`config.mk`:
```
export PLATFORM = sky130hd
export DESIGN_NAME = pito_irq_ctrl
export DESIGN_NICKNAME = d
export VERILOG_FILES = /design/src/rtl/pito_irq_ctrl.sv
export SDC_FILE = /design/constraint.sdc
export NUM_CORES = 1
export LEC_CHECK = 0
export BUFFER_PORTS_ARGS = -buffer_cell sky130_fd_sc_hd__buf_4
export CORE_MARGIN = 2
export CORE_UTILIZATION = 50
export DETAILED_ROUTE_END_ITERATION = 8
export PLACE_DENSITY = 0.68
export SYNTH_ARGS = -nofsm -noshare
export SYNTH_HDL_FRONTEND = slang
export SYNTH_SLANG_ARGS = --single-unit
```
`constraint.sdc`:
```
create_clock -name clk -period 6.5 [get_ports clk]
set_input_delay 1.625 -clock clk [delete_from_list [all_inputs] [get_ports clk]]
set_output_delay 1.625 -clock clk [all_outputs]
set_load 0.005 [all_outputs]
```
`src/rtl/pito_irq_ctrl.sv`:
```
// Per-hart MVU interrupt queues: routes incoming events into per-hart FIFOs and raises mvip per hart.
// Optional build macro PITO_IRQ_DROP_EN: no backpressure; events to full queues are dropped and flagged on ovf_o.

package pito_pkg;
    localparam int NUM_HARTS      = 8;
    localparam int IRQ_Q_DEPTH    = 4;
    localparam int HART_CNT_WIDTH = $clog2(NUM_HARTS);

    // hart_id carries one extra bit so out-of-range targets can be expressed
    typedef struct packed {
        logic [HART_CNT_WIDTH:0] hart_id;
        logic [31:0]             data;
        logic                    valid;
    } irq_evt_t;
endpackage

module pito_irq_ctrl #(
    parameter int NUM_HARTS   = pito_pkg::NUM_HARTS,
    parameter int IRQ_Q_DEPTH = pito_pkg::IRQ_Q_DEPTH
) (
    input  logic                    clk,
    input  logic                    rst,
    input  pito_pkg::irq_evt_t      irq_evt_i,
    output logic                    irq_ready_o,
    input  logic [NUM_HARTS-1:0]    irq_ack_i,
    output logic [NUM_HARTS-1:0]    mvip_o,
    output logic [NUM_HARTS*32-1:0] irq_data_o,
    output logic                    err_o
`ifdef PITO_IRQ_DROP_EN
    ,
    output logic [NUM_HARTS-1:0]    ovf_o
`endif
);

    localparam int PTR_W = $clog2(IRQ_Q_DEPTH);
    localparam int CNT_W = PTR_W + 1;
    localparam int ID_W  = pito_pkg::HART_CNT_WIDTH + 1;

    localparam logic [CNT_W-1:0] FULL_CNT = CNT_W'(IRQ_Q_DEPTH);
    localparam logic [ID_W-1:0]  HART_LIM = ID_W'(NUM_HARTS);

    logic                 in_range;
    logic                 accept;
    logic [NUM_HARTS-1:0] hit;
    logic [NUM_HARTS-1:0] full;
    logic [NUM_HARTS-1:0] push;
    logic [NUM_HARTS-1:0] pop;

    assign in_range = (irq_evt_i.hart_id < HART_LIM);

`ifdef PITO_IRQ_DROP_EN
    assign irq_ready_o = 1'b1;
`else
    // full comes from registered counts only, so ack never reaches ready combinationally
    assign irq_ready_o = ~|(hit & full);
`endif

    assign accept = irq_evt_i.valid & irq_ready_o;

    for (genvar h = 0; h < NUM_HARTS; h++) begin : g_hart
        logic [PTR_W-1:0] rptr;
        logic [PTR_W-1:0] wptr;
        logic [CNT_W-1:0] cnt;
        logic [31:0]      mem [IRQ_Q_DEPTH];

        assign hit[h]  = in_range && (irq_evt_i.hart_id == ID_W'(h));
        assign full[h] = (cnt == FULL_CNT);
        assign push[h] = accept & hit[h] & ~full[h];
        // an ack on an empty queue is ignored, which also makes push+ack on empty a plain push
        assign pop[h]  = irq_ack_i[h] & (cnt != '0);

        // NOTE: sequential state uses non-blocking assignments so every register samples pre-edge values.
        always_ff @(posedge clk or posedge rst) begin
            if (rst) begin
                rptr <= '0;
                wptr <= '0;
                cnt  <= '0;
            end else begin
                if (push[h]) wptr <= wptr + 1'b1;
                if (pop[h])  rptr <= rptr + 1'b1;
                case ({push[h], pop[h]})
                    2'b10:   cnt <= cnt + 1'b1;
                    2'b01:   cnt <= cnt - 1'b1;
                    default: cnt <= cnt;
                endcase
            end
        end

        // NOTE: queue storage has no reset; the count gates validity, so clearing it buys nothing.
        always_ff @(posedge clk) begin
            if (push[h]) mem[wptr] <= irq_evt_i.data;
        end

        assign mvip_o[h]             = (cnt != '0);
        assign irq_data_o[32*h +: 32] = mem[rptr];

        a_cnt_bound: assert property (@(posedge clk) disable iff (rst) cnt <= FULL_CNT);
        a_ptr_gap: assert property (@(posedge clk) disable iff (rst)
            (cnt == '0 || cnt == FULL_CNT) |-> (rptr == wptr));
    end

    always_ff @(posedge clk or posedge rst) begin
        if (rst) begin
            err_o <= 1'b0;
        end else if (accept && !in_range) begin
            err_o <= 1'b1;
        end
    end

`ifdef PITO_IRQ_DROP_EN
    always_ff @(posedge clk or posedge rst) begin
        if (rst) begin
            ovf_o <= '0;
        end else if (accept) begin
            ovf_o <= ovf_o | (hit & full);
        end
    end
`else
    a_no_accept_full: assert property (@(posedge clk) disable iff (rst)
        (irq_evt_i.valid && |(hit & full)) |-> !irq_ready_o);
`endif

endmodule

```
# Word-level counts from Yosys, hierarchy flattened
# Memories as Yosys holds them, arrays and structs flattened.
# Cells that the tools add are included.
[op_classes]
n_addsub = 32
mul = 0
n_div = 0
magnitude_cmp = 1
eq_ne = 31
shift = 0
mux = 24
bitwise_logic = 34
reduce_logical = 29
[op_table]
columns = ["operator", "n"]
rows = [
  ["$pmux 3 s2", 8],
  ["$add 2x1->2 const B", 16],
  ["$and 1x1->1", 25],
  ["$add 3x1->3 const B", 8],
  ["$eq 3x3->1 const B", 8],
  ["$reduce_bool 3->1", 8],
  ["$sub 3x1->3 const B", 8],
  ["$eq 2x1->1 const B", 8],
  ["$eq 2x2->1 const B", 8],
  ["$eq 4x3->1 const B", 4],
  ["$mux 1", 16],
  ["$reduce_bool 2->1", 8],
  ["$logic_and 1x1->1", 9],
  ["$and 8x8->8", 1],
  ["$eq 4x2->1 const B", 2],
  ["$not 1->1", 8],
  ["$reduce_or 8->1", 1],
  ["$eq 4x1->1 const B", 1],
  ["$logic_not 4->1", 1],
  ["$lt 4x4->1 const B", 1],
  ["$logic_not 1->1", 2],
]
[word_totals]
reg_bits = 57
latchBits = 0
ram_bits = 1024
rom_bits = 0
in_bits = 47
output_inout_bits = 266
mem_count = 8
[mem_list]
columns = ["name", "words", "word_bits", "rd", "rd_clocked_by_memory_dff", "write_ports", "line", "text"]
rows = [
  ["g_hart[0].mem", 4, 32, 1, 0, 1, "64", "logic [31:0] mem [IRQ_Q_DEPTH];"],
  ["g_hart[1].mem", 4, 32, 1, 0, 1, "64", ""],
  ["g_hart[2].mem", 4, 32, 1, 0, 1, "64", ""],
  ["g_hart[3].mem", 4, 32, 1, 0, 1, "64", ""],
  ["g_hart[4].mem", 4, 32, 1, 0, 1, "64", ""],
  ["g_hart[5].mem", 4, 32, 1, 0, 1, "64", ""],
  ["+2 memories", "--", "--", "--", "--", "--", "--", ""],
]

# Longest topological paths before layout
# Gate-level depths: netlist of run 1.
[logic_depth]
depth_word = 10
mapped_depth = 9
ltp_nobuf = 9

# Least setup slack after synthesis of run 1
# Ideal clock, no wire load.
[synth_timing]
path_kind = "input port to output port"
from = "input port irq_evt_i[35] (netlist name)"
to = "output port irq_ready_o"
arrival_time_ns = 2.543
required_ns = 4.875
setup_slack_ns = 2.332
stages = 3
n_path_buf = 0
path_cell_list = "or4b_2 > a211oi_1 > a2111oi_0"
[synth_between]
elab_chain_len = 5
elab_cells_between_ends = 20
classes_between = "order compare (1); eq/ne (7); bitwise (1); reduce/logical (11)"
[synth_lines]
columns = ["item", "line", "text"]
rows = [
  ["from (decl)", "23", "input pito_pkg::irq_evt_t irq_evt_i,"],
  ["$lt 4x4->1 (tied with other cells)", "49", "assign in_range = (irq_evt_i.hart_id < HART_LIM);"],
  ["$logic_and 1x1->1", "66", "assign hit[h] = in_range && (irq_evt_i.hart_id == ID_W'(h));"],
  ["$and 8x8->8 *", "55", "assign irq_ready_o = ~|(hit & full);"],
  ["$reduce_or 8->1 *", "55", ""],
  ["$logic_not 1->1 *", "55", ""],
  ["to (decl)", "24", "output logic irq_ready_o,"],
]
# Every way passes the cells marked *; elsewhere a longest branch is shown, timed or not.

# Worst setup path after layout of run 1
# Same ends and word-level chain as after synthesis.

==> flow_summary.ini, run 1 <==
[run_status]
status = finished clean

[worst_setup_path]
cp.arrival_ns = 2.93
cp.required_ns = 4.88
crit_path_end_kind = primary output
path_class = input port to primary output
reg2reg_depth = 3
start_kind = input port
cp_max_fo = 10

[timing]
slew_headroom_pct = 25.7
tightestPinTransition_ns = 1.11
drv_slew = 0
period_share_pct = 70.0
hold_viol = 0
fmax_ghz = 0.220
period_minus_slack_ns = 4.55
rsz0062_at_grt = false
post-route-worst-setup-slack_ns = 1.95
setup_viol = 0
skew_ns = 0.0203
fin_setup_tns_ns = 0

[routing]
drt_iter0_markers = 1941
wl_per_cell_um = 28.7
via_count = 18300
route.detailed.drc = 0
antenna_left = 0
dr.pass1.iters = 4
drt_wl_total_mm = 91.2
viasPerCell = 5.74

[cts]
cts_buffer_depth = 3
clkTransAtPathRegs_ns = 0.05
numCtsBuffers = 102
post_cts_buffers = 0
root_buffer = clkbuf_16
clkLatencyLatePin_ns = 0.66
clock_sinks = 1081
ctsResizeCount = 0
cts_tree = yes
htreeDepth = 3
hold_buffers = 0

[synth]
synth_top_area_share_pct = 76.1
yosysTopAreaCell = edfxtp_1
synth-adder-area-share_pct = 1.64
post_synth_num_cell_types = 33
synth_compound_area_share_pct = 0.734
ys_seq_area_share_pct = 79.7
ys_ff_latch = 1081
synthTopCellsByArea = edfxtp_1 76%, mux4_2 14%, dfrtp_1 3.5%
synth_top_family_by_area = multiplexers
avgSynthCellArea_um2 = 24.4
synth_cells = 1655
synth-simple-area-share_pct = 1.08
async_reset_ff_share_pct = 5.27
syn_nets = 1750
synth_edf_count = 1024
ys_warn_count = 0
synth_area_mm2 = 0.0404
ys.flop_type = edfxtp_1
synth_most_common_cell = edfxtp_1
synthXorXnorAreaFrac_pct = 1.04
muxShareOfSynthArea_pct = 14.7
synth_common_cells = 1,024 x edfxtp_1, 256 x mux4_2, 57 x dfrtp_1

[floorplanning]
io_pins = 313
start_util_pct = 50.3
core_area_mm2 = 0.0803
dieArea_mm2 = 0.0831
num_rows = 104
die_h_um = 288
die_w_um = 288

[power]
power.density_mw_per_mm2 = 409
p_leak_nw = 15.8
ir_worst_vdd_uv = 225

[global_routing]
track_usage_pct = 22.1
grt_max_degree = 58
gr-total-overflow = 0
grt_pass1_wl_mm = 129
first_global_vias = 18800
grt_antenna_before_repair = 1

[placed_design]
io_buffers = 312
place_ws_ns = 1.97
hpwl_mm = 52.0
gp_congestion = 0.786

[layout]
finish.utilization_pct = 59.1
drive_gt1_share_pct = 37.5
nNetsFinal = 2133
synthToLayoutAreaGrowth_pct = 17.6

[hold_path]
hold_path_class = register to register
holdPathStages = 1

[job]
cap_violations = 0
==> metal layers <==
layer | part of all wire (%) | GRT usage, %
met1 | 40 | 30.2
met2 | 50 | 36.0
met3 | 7.0 | 4.45
met4 | 2.6 | 7.53
met5 | 0 | 0
==> critical path: stages <==
cell and delay (ns):
buf_4 0.14, or4b_2 0.62, a211oi_1 0.27, a2111oi_0 0.11, buf_4 0.16
==> power breakdown <==
part / switching (mW) / internal (mW) / leakage [nW] / total, mW
sequential: 0.448 / 7.91 / 9.86 / 8.35
combinational: 2.31 / 2.71 / 4.32 / 5.02
clock: 2.47 / 3.58 / 1.66 / 6.05
==> cell families (layout without fill, tap and decap cells) <==
family,count (synthesis),count (layout)
adders and majority gates,48,48
and+or+nand+nor,71,71
xor gates and xnor gates,48,48
buffers and inverters,113,580
DFF,1081,1081
other,0,2
AOI/OAI and AO/OA,22,22
muxes,272,272
==> placed cells by master, fill, tap and decap left out, types with 7 or more instances in the layout <==
cell type   instances
or3_1               8
nor2_1             10
mux4_2            256
mux2i_1             8
bufinv_16          15
and2_1             17
ha_1               40
clkinv_2           17
fa_1                8
xor2_1             24
xnor2_1            24
inv_1              48
o31a_1              8
buf_4             343
and2_2             15
clkinvlp_4          7
clkbuf_1           28
clkinv_1           11
dfrtp_2            10
mux2_2              7
edfxtp_1         1024
dfrtp_1            47
clkbuf_16         106
nand2_1             9
==> path summary, 6_finish.rpt <==
path | from | endpoint | slack, ns
setup / recovery | irq_evt_i[35] | irq_ready_o | 1.95
hold / removal | err_o$_DFFE_PP0P_ | err_o$_DFFE_PP0P_ | 0.46
setup reg to reg | g_hart[0].cnt[0]$_DFFE_PP0P_ | g_hart[0].mem[1][14]$_DFFE_PP_ | 3.87
hold reg to reg | err_o$_DFFE_PP0P_ | err_o$_DFFE_PP0P_ | 0.46
max in group asynchronous | rst | g_hart[1].rptr[0]$_DFFE_PP0P_ | 4.64
min in group asynchronous | rst | g_hart[4].cnt[0]$_DFFE_PP0P_ | 1.25
==> sequential cells by signal, indices dropped and copies added, names as in the netlist <==
signal	flops
err_o	1
g_hart.cnt	24
g_hart.mem	1024
g_hart.rptr	16
g_hart.wptr	16
==> through the flow <==
step	hold slack [ns]	std cells	area [µm²]	power (mW)
2_1_floorplan	0.451	1655	40400	11.1
3_3_place_gp	0.443	2994	44000	13.5
3_5_place_dp	0.450	2994	44000	13.6
4_1_cts	0.463	3182	47500	19.7
5_1_grt	0.484	3182	47500	20.2
6_report	0.459	3184	47500	19.4
==> layout make-up <==
cell class,instances,area [µm²]
well taps,1060,1330
multi-input cells,461,7770
clock buffers,134,2760
repair buffers,343,2570
flip-flops and latches,1081,32200
inverters,49,184
clock inverters,54,672
fillers,5597,32800
diodes,2,5.00
Power figures use the tool's default switching activity.
==> run 2: changes to the inputs <==
- PLACE_DENSITY: 0.68 -> 0.71
- clock period: 6.5 -> 3.65 ns (I/O delays scaled with it)
==> run 2 against run 1 <==
Effect of this change: count of clock-buffer cells in the layout grew 6; non-clock buffer count up 30; critical path depth is 2 lower; sequential power increased by 77%; die area stayed put; core utilization grew 0.63 points; worst hold slack worse by 0.0015 ns; global-route usage up 0.22 points; combinational power grew 83%; routed wire length grew 0.97%; design area increased by 1.1%; critical path type is now register to primary output; largest power group unchanged.
==> flow_summary.ini, run 2 (synthesis results as in run 1) <==
[timing]
hold_viol = 0
skew_ns = 0.0210
drv_slew = 0
holdWs_ns = 0.457
rsz0062_at_grt = false
period_share_pct = 93.2
setup_viol = 0
slew_headroom_pct = 34.0
fmax_ghz = 0.294
period_minus_slack_ns = 3.40
tightestPinTransition_ns = 0.989
fin_setup_tns_ns = 0

[layout]
layout_common_cells = 1,024 x edfxtp_1, 351 x buf_4, 256 x mux4_2, 109 x clkbuf_16
drive_gt1_share_pct = 38.2
reg_top3 = g_hart.mem (1024), g_hart.cnt (24)
layout_commonest_cell = edfxtp_1
fin_area_mm2 = 0.0480
largest_register_ffs = 1024
top_register = g_hart.mem
nFillCells = 5546
final_cells = 3217
seqCellArea_mm2 = 0.0322
multi_input_area_mm2 = 0.00776
synthToLayoutAreaGrowth_pct = 18.8
nNetsFinal = 2168

[power]
finalPower_mw = 34.7
p_leak_nw = 16.1
power.density_mw_per_mm2 = 724
ir_worst_vdd_uv = 492

[placed_design]
hpwl_mm = 52.7
placed_area_mm2 = 0.0445
dp_cells = 3024
gp_congestion = 0.761
io_buffers = 312

[routing]
drt_iter0_markers = 2026
antenna_left = 0
viasPerCell = 5.73
route.detailed.drc = 0
dr.pass1.iters = 5
via_count = 18400
wl_per_cell_um = 28.6
drt_wl_total_mm = 92.1

[hold_path]
hp-start = err_o$_DFFE_PP0P_
hold_path_class = register to register

[cts]
post_cts_buffers = 0
ctsResizeCount = 0
cts_buffer_depth = 3
clkTransAtPathRegs_ns = 0.06
numCtsBuffers = 107
root_buffer = clkbuf_16
clock_sinks = 1081
clkLatencyLatePin_ns = 0.66
hold_buffers = 0
cts_tree = yes
htreeDepth = 3

[floorplanning]
start_util_pct = 50.3
dieArea_mm2 = 0.0831
num_rows = 104
die_w_um = 288
core_area_mm2 = 0.0803
die_h_um = 288
io_pins = 313

[global_routing]
grt_antenna_before_repair = 3
track_usage_pct = 22.3
first_global_vias = 19200
grt_pass1_wl_mm = 131
gr-total-overflow = 0
grt_max_degree = 40

[run_status]
status = finished clean

[job]
cap_violations = 0

[worst_setup_path]
cp.arrival_ns = 2.49
crit_path_end_kind = primary output
cp_max_fo = 20
r2r_start = g_hart[4].cnt[0]$_DFFE_PP0P_
cp.required_ns = 2.74
path_class = register to primary output
start_kind = register
critPathLaunch = g_hart[7].rptr[0]$_DFFE_PP0P_
==> run 2: critical path, cell delays in order (launching register included) <==
cell	delay [ns]
dfrtp_2	0.82
buf_12	0.26
mux4_2	0.58
buf_4	0.17
==> run 2: per-layer routing <==
layer / GRT usage (%) / part of all wire, %
met1: 31.3 / 40
met2: 35.7 / 50
met5: 0 / 0.029
met3: 4.74 / 8.1
met4: 6.88 / 2.5
==> run 2: path summary, 6_finish.rpt <==
| kind | to | depth (start not counted) | slack (ns) |
|---|---|---|---|
| worst max-delay path | irq_data_o[237] | 3 | 0.25 |
| worst min-delay path | err_o$_DFFE_PP0P_ | 1 | 0.46 |
| worst max register to register | g_hart[4].cnt[2]$_DFFE_PP0P_ | 10 | 1.36 |
| worst min register to register | err_o$_DFFE_PP0P_ | 1 | 0.46 |
| max in group asynchronous | g_hart[5].rptr[0]$_DFFE_PP0P_ | 3 | 2.25 |
| min in group asynchronous | g_hart[7].cnt[0]$_DFFE_PP0P_ | 2 | 0.49 |
==> run 2: through the flow <==
step	worst slack, ns	utilization (%)
2_1_floorplan	0.662	-
3_3_place_gp	0.465	55.5
3_5_place_dp	0.375	55.5
4_1_cts	0.150	59.8
5_1_grt	0.107	59.8
6_report	0.247	59.8
==> run 2: area by class of cell <==
class                           instances  area share (%)
Clock buffer                          140            6.01
Multi-Input combinational cell        461            16.2
Clock inverter                         52            1.17
Timing Repair Buffer                  373            6.41
Tap cell                             1060            2.76
Inverter                               49           0.383
Antenna cell                            1         0.00522
Sequential cell                      1081            67.1
==> run 2: power breakdown <==
group | switching (mW) | internal [mW] | total, mW
clock network | 4.52 | 6.27 | 10.8
logic | 4.21 | 4.97 | 9.18
registers | 0.699 | 14.1 | 14.8
total | 9.43 | 25.3 | 34.7
